## config.mk

```make
export PLATFORM = sky130hd
export DESIGN_NAME = uart_alu_sequencer
export DESIGN_NICKNAME = d
export VERILOG_FILES = /design/src/rtl/uart_alu_sequencer.sv
export SDC_FILE = /design/constraint.sdc
export NUM_CORES = 1
export LEC_CHECK = 0
export ABC_AREA = 0
export CAP_MARGIN = 20
export CORE_MARGIN = 1
export CORE_UTILIZATION = 40
export CTS_CLUSTER_DIAMETER = 120
export DETAILED_ROUTE_END_ITERATION = 16
export PLACE_DENSITY = 0.65
export SLEW_MARGIN = 20
export SYNTH_ARGS = -nofsm -noshare
export SYNTH_HDL_FRONTEND = slang
export SYNTH_SLANG_ARGS = --single-unit
```

## constraint.sdc

```tcl
create_clock -name clk -period 2.5 [get_ports clk]
set_input_delay 0.75 -clock clk [delete_from_list [all_inputs] [get_ports clk]]
set_output_delay 0.75 -clock clk [all_outputs]
set_load 0.02 [all_outputs]
```

## src/rtl/uart_alu_sequencer.sv

```systemverilog
// uart_alu_sequencer: gathers operand A, operand B and an opcode from the UART
// receiver, gives the ALU one settle cycle, then hands the result to the UART
// transmitter and waits for it to finish. It adds an inter-byte timeout and
// overrun reporting.
module uart_alu_sequencer #(
  parameter int NBIT_DATA_LEN  = 8,
  parameter int NBIT_OPCODE    = 6,
  parameter int TIMEOUT_CYCLES = 100000
) (
  input  logic                     clk,
  input  logic                     reset,
  input  logic                     rx_done_tick,
  input  logic [NBIT_DATA_LEN-1:0] rx_data_in,
  input  logic                     tx_done_tick,
  input  logic [NBIT_DATA_LEN-1:0] alu_data_in,
  output logic [NBIT_DATA_LEN-1:0] A,
  output logic [NBIT_DATA_LEN-1:0] B,
  output logic [NBIT_OPCODE-1:0]   OPCODE,
  output logic                     tx_start,
  output logic [NBIT_DATA_LEN-1:0] tx_data_out,
  output logic                     busy,
  output logic                     err_timeout,
  output logic                     rx_overrun
);

  localparam int CNT_W = (TIMEOUT_CYCLES > 1) ? $clog2(TIMEOUT_CYCLES) : 1;
  localparam logic [CNT_W-1:0] CNT_LAST =
    (TIMEOUT_CYCLES == 0) ? '0 : CNT_W'(TIMEOUT_CYCLES - 1);
  localparam logic TIMEOUT_EN = (TIMEOUT_CYCLES != 0);

  typedef enum logic [2:0] {
    WAIT_A,
    WAIT_B,
    WAIT_OP,
    EXEC,
    WAIT_TX
  } state_t;

  state_t                   state, state_next;
  logic [CNT_W-1:0]         cnt, cnt_next;
  logic [NBIT_DATA_LEN-1:0] a_next, b_next, txd_next;
  logic [NBIT_OPCODE-1:0]   op_next;
  logic                     tx_start_next, err_next, ovr_next, busy_next;
  logic                     timeout_hit;

  // State and every output are registered; async reset clears all of them.
  always_ff @(posedge clk or posedge reset) begin
    if (reset) begin
      state       <= WAIT_A;
      cnt         <= '0;
      A           <= '0;
      B           <= '0;
      OPCODE      <= '0;
      tx_start    <= 1'b0;
      tx_data_out <= '0;
      busy        <= 1'b0;
      err_timeout <= 1'b0;
      rx_overrun  <= 1'b0;
    end else begin
      state       <= state_next;
      cnt         <= cnt_next;
      A           <= a_next;
      B           <= b_next;
      OPCODE      <= op_next;
      tx_start    <= tx_start_next;
      tx_data_out <= txd_next;
      busy        <= busy_next;
      err_timeout <= err_next;
      rx_overrun  <= ovr_next;
    end
  end

  // Next-state and next-output logic; a tick on the timeout threshold wins.
  always_comb begin
    state_next    = state;
    cnt_next      = cnt;
    a_next        = A;
    b_next        = B;
    op_next       = OPCODE;
    txd_next      = tx_data_out;
    tx_start_next = 1'b0;
    err_next      = 1'b0;
    ovr_next      = 1'b0;
    timeout_hit   = TIMEOUT_EN && (cnt == CNT_LAST);

    case (state)
      WAIT_A: begin
        cnt_next = '0;
        if (rx_done_tick) begin
          a_next     = rx_data_in;
          state_next = WAIT_B;
        end
      end
      WAIT_B: begin
        if (rx_done_tick) begin
          b_next     = rx_data_in;
          cnt_next   = '0;
          state_next = WAIT_OP;
        end else if (timeout_hit) begin
          cnt_next   = '0;
          err_next   = 1'b1;
          state_next = WAIT_A;
        end else if (TIMEOUT_EN) begin
          cnt_next = cnt + CNT_W'(1);
        end
      end
      WAIT_OP: begin
        if (rx_done_tick) begin
          op_next    = rx_data_in[NBIT_OPCODE-1:0];
          cnt_next   = '0;
          state_next = EXEC;
        end else if (timeout_hit) begin
          cnt_next   = '0;
          err_next   = 1'b1;
          state_next = WAIT_A;
        end else if (TIMEOUT_EN) begin
          cnt_next = cnt + CNT_W'(1);
        end
      end
      EXEC: begin
        txd_next      = alu_data_in;
        tx_start_next = 1'b1;
        ovr_next      = rx_done_tick;
        state_next    = WAIT_TX;
      end
      WAIT_TX: begin
        ovr_next = rx_done_tick;
        if (tx_done_tick) begin
          cnt_next   = '0;
          state_next = WAIT_A;
        end
      end
      default: state_next = WAIT_A;
    endcase

    busy_next = (state_next != WAIT_A);
  end

endmodule

```

# == Yosys cells after proc, flatten, opt, wreduce, memory -nomap -nowiden ==
# Index checks and enable logic that the tools add are counted.
# classes
eq_ne,6
reduce_logical,9
mux,15
n_addsub,1
# ops
op,count
17-bit 2-to-1 mux,3
17-bit case mux with 3 select lines,1
"17-bit by 1-bit adder with 17-bit output, second input constant",1
"17-bit == test, second input constant",1
3-bit 2-to-1 mux,5
3-bit case mux with 5 select lines,1
2-bit AND reduction,4
"3-bit by 2-bit == test with 1-bit output, second input constant",2
3-bit nonzero test,2
1-bit 2-to-1 mux,5
2-bit OR reduction,2
"3-bit by 1-bit == test with 1-bit output, second input constant",1
"3-bit == test, second input constant",1
3-bit zero test,1
"2-bit != test, second input constant",1
# word_totals
output_inout_bits,34
in_bits,20
reg_bits,54
word_cells,41

# == Depth between registers and ports, before layout ==
# Gate-level depths: netlist of run 1.
# depth
word_depth,5
mapped_depth,6

# == Worst setup path before layout of run 1 ==
# Ideal clock, no wire load.
# synth_path
kind,input -> register
start,input tx_done_tick
end,register cnt[10]
stages,4
path_slack_ns,0.742
n_path_buf,0
setup_ns,0.082
arrival_time_ns,1.676
cell_sequence,nor3b_4 -> o211ai_2 -> or3_1 -> a22oi_2
# synth_between
elab_chain_cells,2
# synth_lines
element,line_no,text
start: declaration,14,"input logic tx_done_tick,"
2-bit != test (no line),--,
2-bit AND reduction (no line),--,
end signal: assignment,61,cnt <= cnt_next;
end: declaration,40,"logic [CNT_W-1:0] cnt, cnt_next;"
# No other way between the ends.
# A chain may end at the register's enable or synchronous reset.

# == Worst setup path in the final report of run 1 ==
# Ends and elaborated chain as after synthesis.

==> results_dict.tcl, run 1 <==
set metrics [dict create \
    synth_nets 230 \
    die-area_um2 6570 \
    grtUsageTotal_pct 16.4 \
    die_h_um 81.1 \
    run_status "finished, final reports clean" \
    power.total_mw 3.50 \
    portBuffers 53 \
    p_leak_nw 1.30 \
    cts.hold.buffers_added 0 \
    clock_latency_ns 0.30 \
    die_w_um 81.1 \
    cts_buffer_depth 2 \
    fin_skew_ns 0.00859 \
    rows 28 \
    synth.area.top_cells "dfrtp_1 54%, mux2_2 14%, o21ai_0 2.8%, nand3_1 2.2%, a22oi_1 1.8%" \
    finalHoldViolCount 0 \
    period_share_pct 81.1 \
    register_area_um2 1350 \
    final_net_count 289 \
    timing.final.crit_period_ns 2.03 \
    crit_required_ns 2.72 \
    fin_util_pct 53.9 \
    drcViolationCount 0 \
    globalRoute.totalOverflow 0 \
    syn_inst 209 \
    cts_setup_buffers 0 \
    clk_pin_slew_ns 0.09 \
    rsz0062_at_grt "no" \
    crit_type "input pin to register" \
    vias 1853 \
    boundaryPins 54 \
    max_cap_violations 0 \
    place_hpwl_um 3690 \
    fmax_ghz 0.493 \
    antenna_found_initial 0 \
    grt_max_degree 29 \
    synth_top_cell_area_share_pct 54.0 \
    syn_avg_cell_area_um2 12.0 \
    min-delay-path-class "register to register" \
    drive_above_1_share_pct 20.8 \
    fill_cells 507 \
    cts_root_buf "clkbuf_8" \
    cts_resized 0 \
    start_util_pct 41.8 \
    setup_viol 0 \
    end_kind "register" \
    start_kind "input pin" \
    drtIter0Drc 87 \
    clock_sinks 54 \
    syn_area_um2 2500 \
    fin_tns_setup_ns 0 \
    synth_largest_area_cell "dfrtp_1" \
    coreArea_um2 5990 \
    grt_pass1_wl_um 8280 \
    vdd_drop_max_uv 662 \
    viasPerCell 5.39 \
    ys_warn_count 0 \
    cts_tree "built" \
    multi_input_area_um2 1080 \
    ys_ff_latch 54 \
    insertedDiodeCount 0 \
    power_per_cell_area_nw_per_um2 1080 \
    slew_violations 0 \
    drtAntennaViolNets 0 \
    relSlewSlack_pct 56.6 \
    cts.htree.levels 2 \
    area_growth_pct 29.2 \
    gp_congestion 0.903 \
    synth_cell_type_count 45 \
    yosysSeqAreaShare_pct 54.0 \
    cts_buffers 5 \
    crit_fanout 8 \
    worstMarginPinSlew_ns 0.651 \
    drt-pass1-iter-count 4 \
    crit_arrival_ns 2.25 \
    postRouteWirelength_um 5040 \
    wire_per_inst_um 14.7 \
    grt_pass1_vias 1750 \
]
stage by stage:
stage / hold slack, ns / std cells / worst slack [ns] / cell area [um^2]
global route: 0.533 / 344 / 0.290 / 3230
detailed placement: 0.493 / 336 / 0.176 / 3140
floorplan: 0.490 / 209 / 0.435 / 2500
global placement: 0.488 / 336 / 0.180 / 3140
CTS: 0.517 / 344 / 0.453 / 3230
finish: 0.512 / 344 / 0.472 / 3230
sequential cells by signal, indices dropped and copies added (netlist names):
| signal | count |
|---|---|
| B | 8 |
| busy | 1 |
| err_timeout | 1 |
| tx_start | 1 |
| tx_data_out | 8 |
| A | 8 |
| OPCODE | 6 |
| state | 3 |
| cnt | 17 |
| rx_overrun | 1 |
metal layers:
| layer | track usage (%) | vias up | share of wire (%) |
|---|---|---|---|
| li1 | - | 893 | - |
| met1 | 23.7 | 902 | 48 |
| met2 | 24.6 | 54 | 47 |
| met3 | 3.37 | 4 | 4.9 |
| met4 | 5.00 | 0 | 0.87 |
| met5 | 0 | - | 0 |
power breakdown:
part           switching (mW)  internal, mW
registers               0.205          1.17
clock network           0.282         0.223
logic                   0.793         0.831
cell type report:
cell class / instances / area share, %
Clock buffer: 6 / 2.56
Clock inverter: 2 / 0.387
Timing Repair Buffer: 59 / 18.2
Sequential cell: 54 / 41.8
Multi-Input combinational cell: 143 / 33.5
Inverter: 5 / 0.581
Tap cell: 75 / 2.90
worst max-delay path: stages:
cell	delay (ns)
clkdlybuf4s50_1	0.47
nor3b_4	0.33
o211ai_2	0.17
or3_1	0.38
a22oi_2	0.14
final timing paths:
check	from	slack, ns	to	cells past startpoint
worst max-delay path	tx_done_tick	0.47	cnt[10]	5
worst min-delay path	OPCODE[3]	0.51	OPCODE[3]	1
worst max register to register	cnt[0]	0.49	cnt[14]	5
worst min register to register	OPCODE[3]	0.51	OPCODE[3]	1
max in group asynchronous	reset	1.24	B[4]	3
min in group asynchronous	reset	0.77	tx_data_out[4]	2
cells in the final DEF, fill, tap and decap left out, types with 2 or more instances in the layout:
master / n
buf_4: 5
nor4_1: 4
and2_1: 2
nor3_1: 3
o31ai_1: 2
and4_1: 2
o21ai_0: 14
mux2_2: 30
o2111ai_1: 3
inv_1: 4
dfrtp_1: 54
clkbuf_8: 6
or3_1: 6
xor2_1: 4
nand3_1: 11
o211ai_1: 2
nand2b_1: 2
nor3_4: 2
a22oi_1: 6
nor2_1: 4
clkdlybuf4s50_1: 53
and3_1: 6
a21oi_1: 5
nand2_1: 11
nand3b_1: 3
kinds of logic after synthesis:
kind of cell,synth area share [%]
compound gates,11.5
xor+xnor,1.75
fa+ha+maj,0.500
buf+inv,2.65
flops,54.0
mux,13.5
simple gates,16.1
cell usage after synthesis, drive strengths merged:
cell and count:
a21boi 1, a21oi 6, a22oi 7, a32oi 1
and2 2, and3 6, and4 2, buf 7
dfrtp 54, ha 1, inv 5, mux2 30
nand2 12, nand2b 2, nand3 11, nand3b 3
nand4 1, nor2 5, nor2b 1, nor3 5
nor3b 3, nor4 4, nor4b 1, o2111ai 3
o211ai 3, o21ai 16, o221ai 1, o311ai 1
o31ai 2, o41ai 1, or2 1, or3 6
xnor2 1, xor2 4
No activity file was read; power rests on OpenSTA's default activity.
==> run 2: changes to the inputs <==
==> constraint.sdc (replaced) <==
create_clock -name clk -period 2.1 [get_ports clk]
set_input_delay 0.63 -clock clk [delete_from_list [all_inputs] [get_ports clk]]
set_output_delay 0.63 -clock clk [all_outputs]
set_load 0.02 [all_outputs]
==> results_dict.tcl, run 2 (synthesis results as in run 1) <==
set metrics [dict create \
    cts_buffers 5 \
    run_status "finished, final reports clean" \
    cts_setup_buffers 0 \
    start_kind "input pin" \
    largest_reg_flops 17 \
    crit_arrival_ns 2.15 \
    period_share_pct 91.2 \
    clock_sinks 54 \
    largest_register "cnt" \
    timing.final.crit_period_ns 1.92 \
    layout_commonest_cell "dfrtp_1" \
    min-delay-path-class "register to register" \
    postRouteWirelength_um 5030 \
    max_cap_violations 0 \
    dpl-instance-area_um2 3190 \
    rows 28 \
    fin_area_um2 3300 \
    clk_pin_slew_ns 0.09 \
    boundaryPins 54 \
    grt_max_degree 32 \
    fin_util_pct 55.1 \
    power_per_cell_area_nw_per_um2 1320 \
    clock_latency_ns 0.30 \
    wire_per_inst_um 14.5 \
    fmax_ghz 0.522 \
    p_leak_nw 1.33 \
    slew_violations 0 \
    r2r_slack_ns 0.33 \
    grtUsageTotal_pct 16.6 \
    cts.htree.levels 2 \
    drtIter0Drc 85 \
    die_w_um 81.1 \
    rsz0062_at_grt "no" \
    end_kind "register" \
    gp_congestion 0.886 \
    place_hpwl_um 3780 \
    cts_tree "built" \
    hold_slack_ns 0.510 \
    drtAntennaViolNets 0 \
    fin_skew_ns 0.00735 \
    area_growth_pct 32.0 \
    drcViolationCount 0 \
    relSlewSlack_pct 67.2 \
    cts_resized 0 \
    post-route-worst-setup-slack_ns 0.184 \
    setup_viol 0 \
    start_util_pct 41.8 \
    die_h_um 81.1 \
    grt_pass1_wl_um 8390 \
    viasPerCell 5.29 \
    globalRoute.totalOverflow 0 \
    antenna_found_initial 0 \
    crit_required_ns 2.33 \
    final_net_count 293 \
    cts_root_buf "clkbuf_8" \
    finalHoldViolCount 0 \
    post-place-ws_ns -0.130 \
    worstMarginPinSlew_ns 0.492 \
    die-area_um2 6570 \
    cts.hold.buffers_added 0 \
    cts_buffer_depth 2 \
    grt_pass1_vias 1765 \
    portBuffers 53 \
    coreArea_um2 5990 \
    crit_fanout 8 \
    drive_above_1_share_pct 21.6 \
    drt-pass1-iter-count 4 \
    vias 1841 \
    crit_type "input pin to register" \
    insertedDiodeCount 0 \
    layout_common_cells "54 x dfrtp_1, 53 x clkdlybuf4s50_1, 30 x mux2_2" \
    vdd_drop_max_uv 830 \
]
==> run 2: changes by cell type in the layout (fill, tap and decap cells not counted), sizes merged <==
cell	previous run	this run
buf	6	10
bufinv	0	1
clkinv	1	0
==> run 2: per-layer routing <==
layer  up-vias  share of wire, %  global-route usage (%)
li1        896                 -                       -
met1       892                47                    23.8
met2        46                47                    25.5
met3         7               5.2                    3.60
met4         0               1.1                    3.75
met5         -                 0                       0
==> run 2: cell type report <==
class / count / area [um^2]
inverter: 5 / 18.8
tap: 75 / 93.8
clock buffer: 6 / 72.6
timing repair buffer: 63 / 643
sequential: 54 / 1350
clock inverter: 2 / 37.5
fill: 518 / 2690
multi-input combinational: 143 / 1080
==> run 2: report_power, final <==
group / switching (mW) / internal (mW)
clock network: 0.327 / 0.356
registers: 0.244 / 1.39
logic: 0.966 / 1.08
total: 1.54 / 2.82
==> run 2: worst max-delay path, cell delays in order <==
cell and delay, ns:
clkdlybuf4s50_1 0.48, nor3b_4 0.33, o211ai_2 0.18, or3_1 0.38, a22oi_2 0.14
==> run 2: per-stage QoR <==
stage	cells	TNS (ns)	total power, mW
after floorplan	209	0	2.78
after global placement	340	-0.296	3.69
after detailed placement	340	-0.441	3.73
after CTS	348	0	4.42
after global routing	348	0	4.64
final	348	0	4.36
==> run 2: worst paths after layout <==
kind,to,depth (start not counted),start
hold reg to reg,tx_data_out[6],1,tx_data_out[6]
max in group asynchronous,OPCODE[0],3,reset
setup reg to reg,cnt[6],6,cnt[0]
min in group asynchronous,tx_data_out[3],3,reset
setup / recovery,cnt[10],5,tx_done_tick
hold / removal,tx_data_out[6],1,tx_data_out[6]
==> run 3: changes to the inputs <==
--- a/config.mk
+++ b/config.mk
@@ -11,6 +11,7 @@
 export CORE_UTILIZATION = 40
 export CTS_CLUSTER_DIAMETER = 120
 export DETAILED_ROUTE_END_ITERATION = 16
+export GPL_ROUTABILITY_DRIVEN = 0
 export PLACE_DENSITY = 0.65
 export SLEW_MARGIN = 20
 export SYNTH_ARGS = -nofsm -noshare
==> results of run 3 <==
No change in the layout: final DEF, timing and power equal those of run 2.
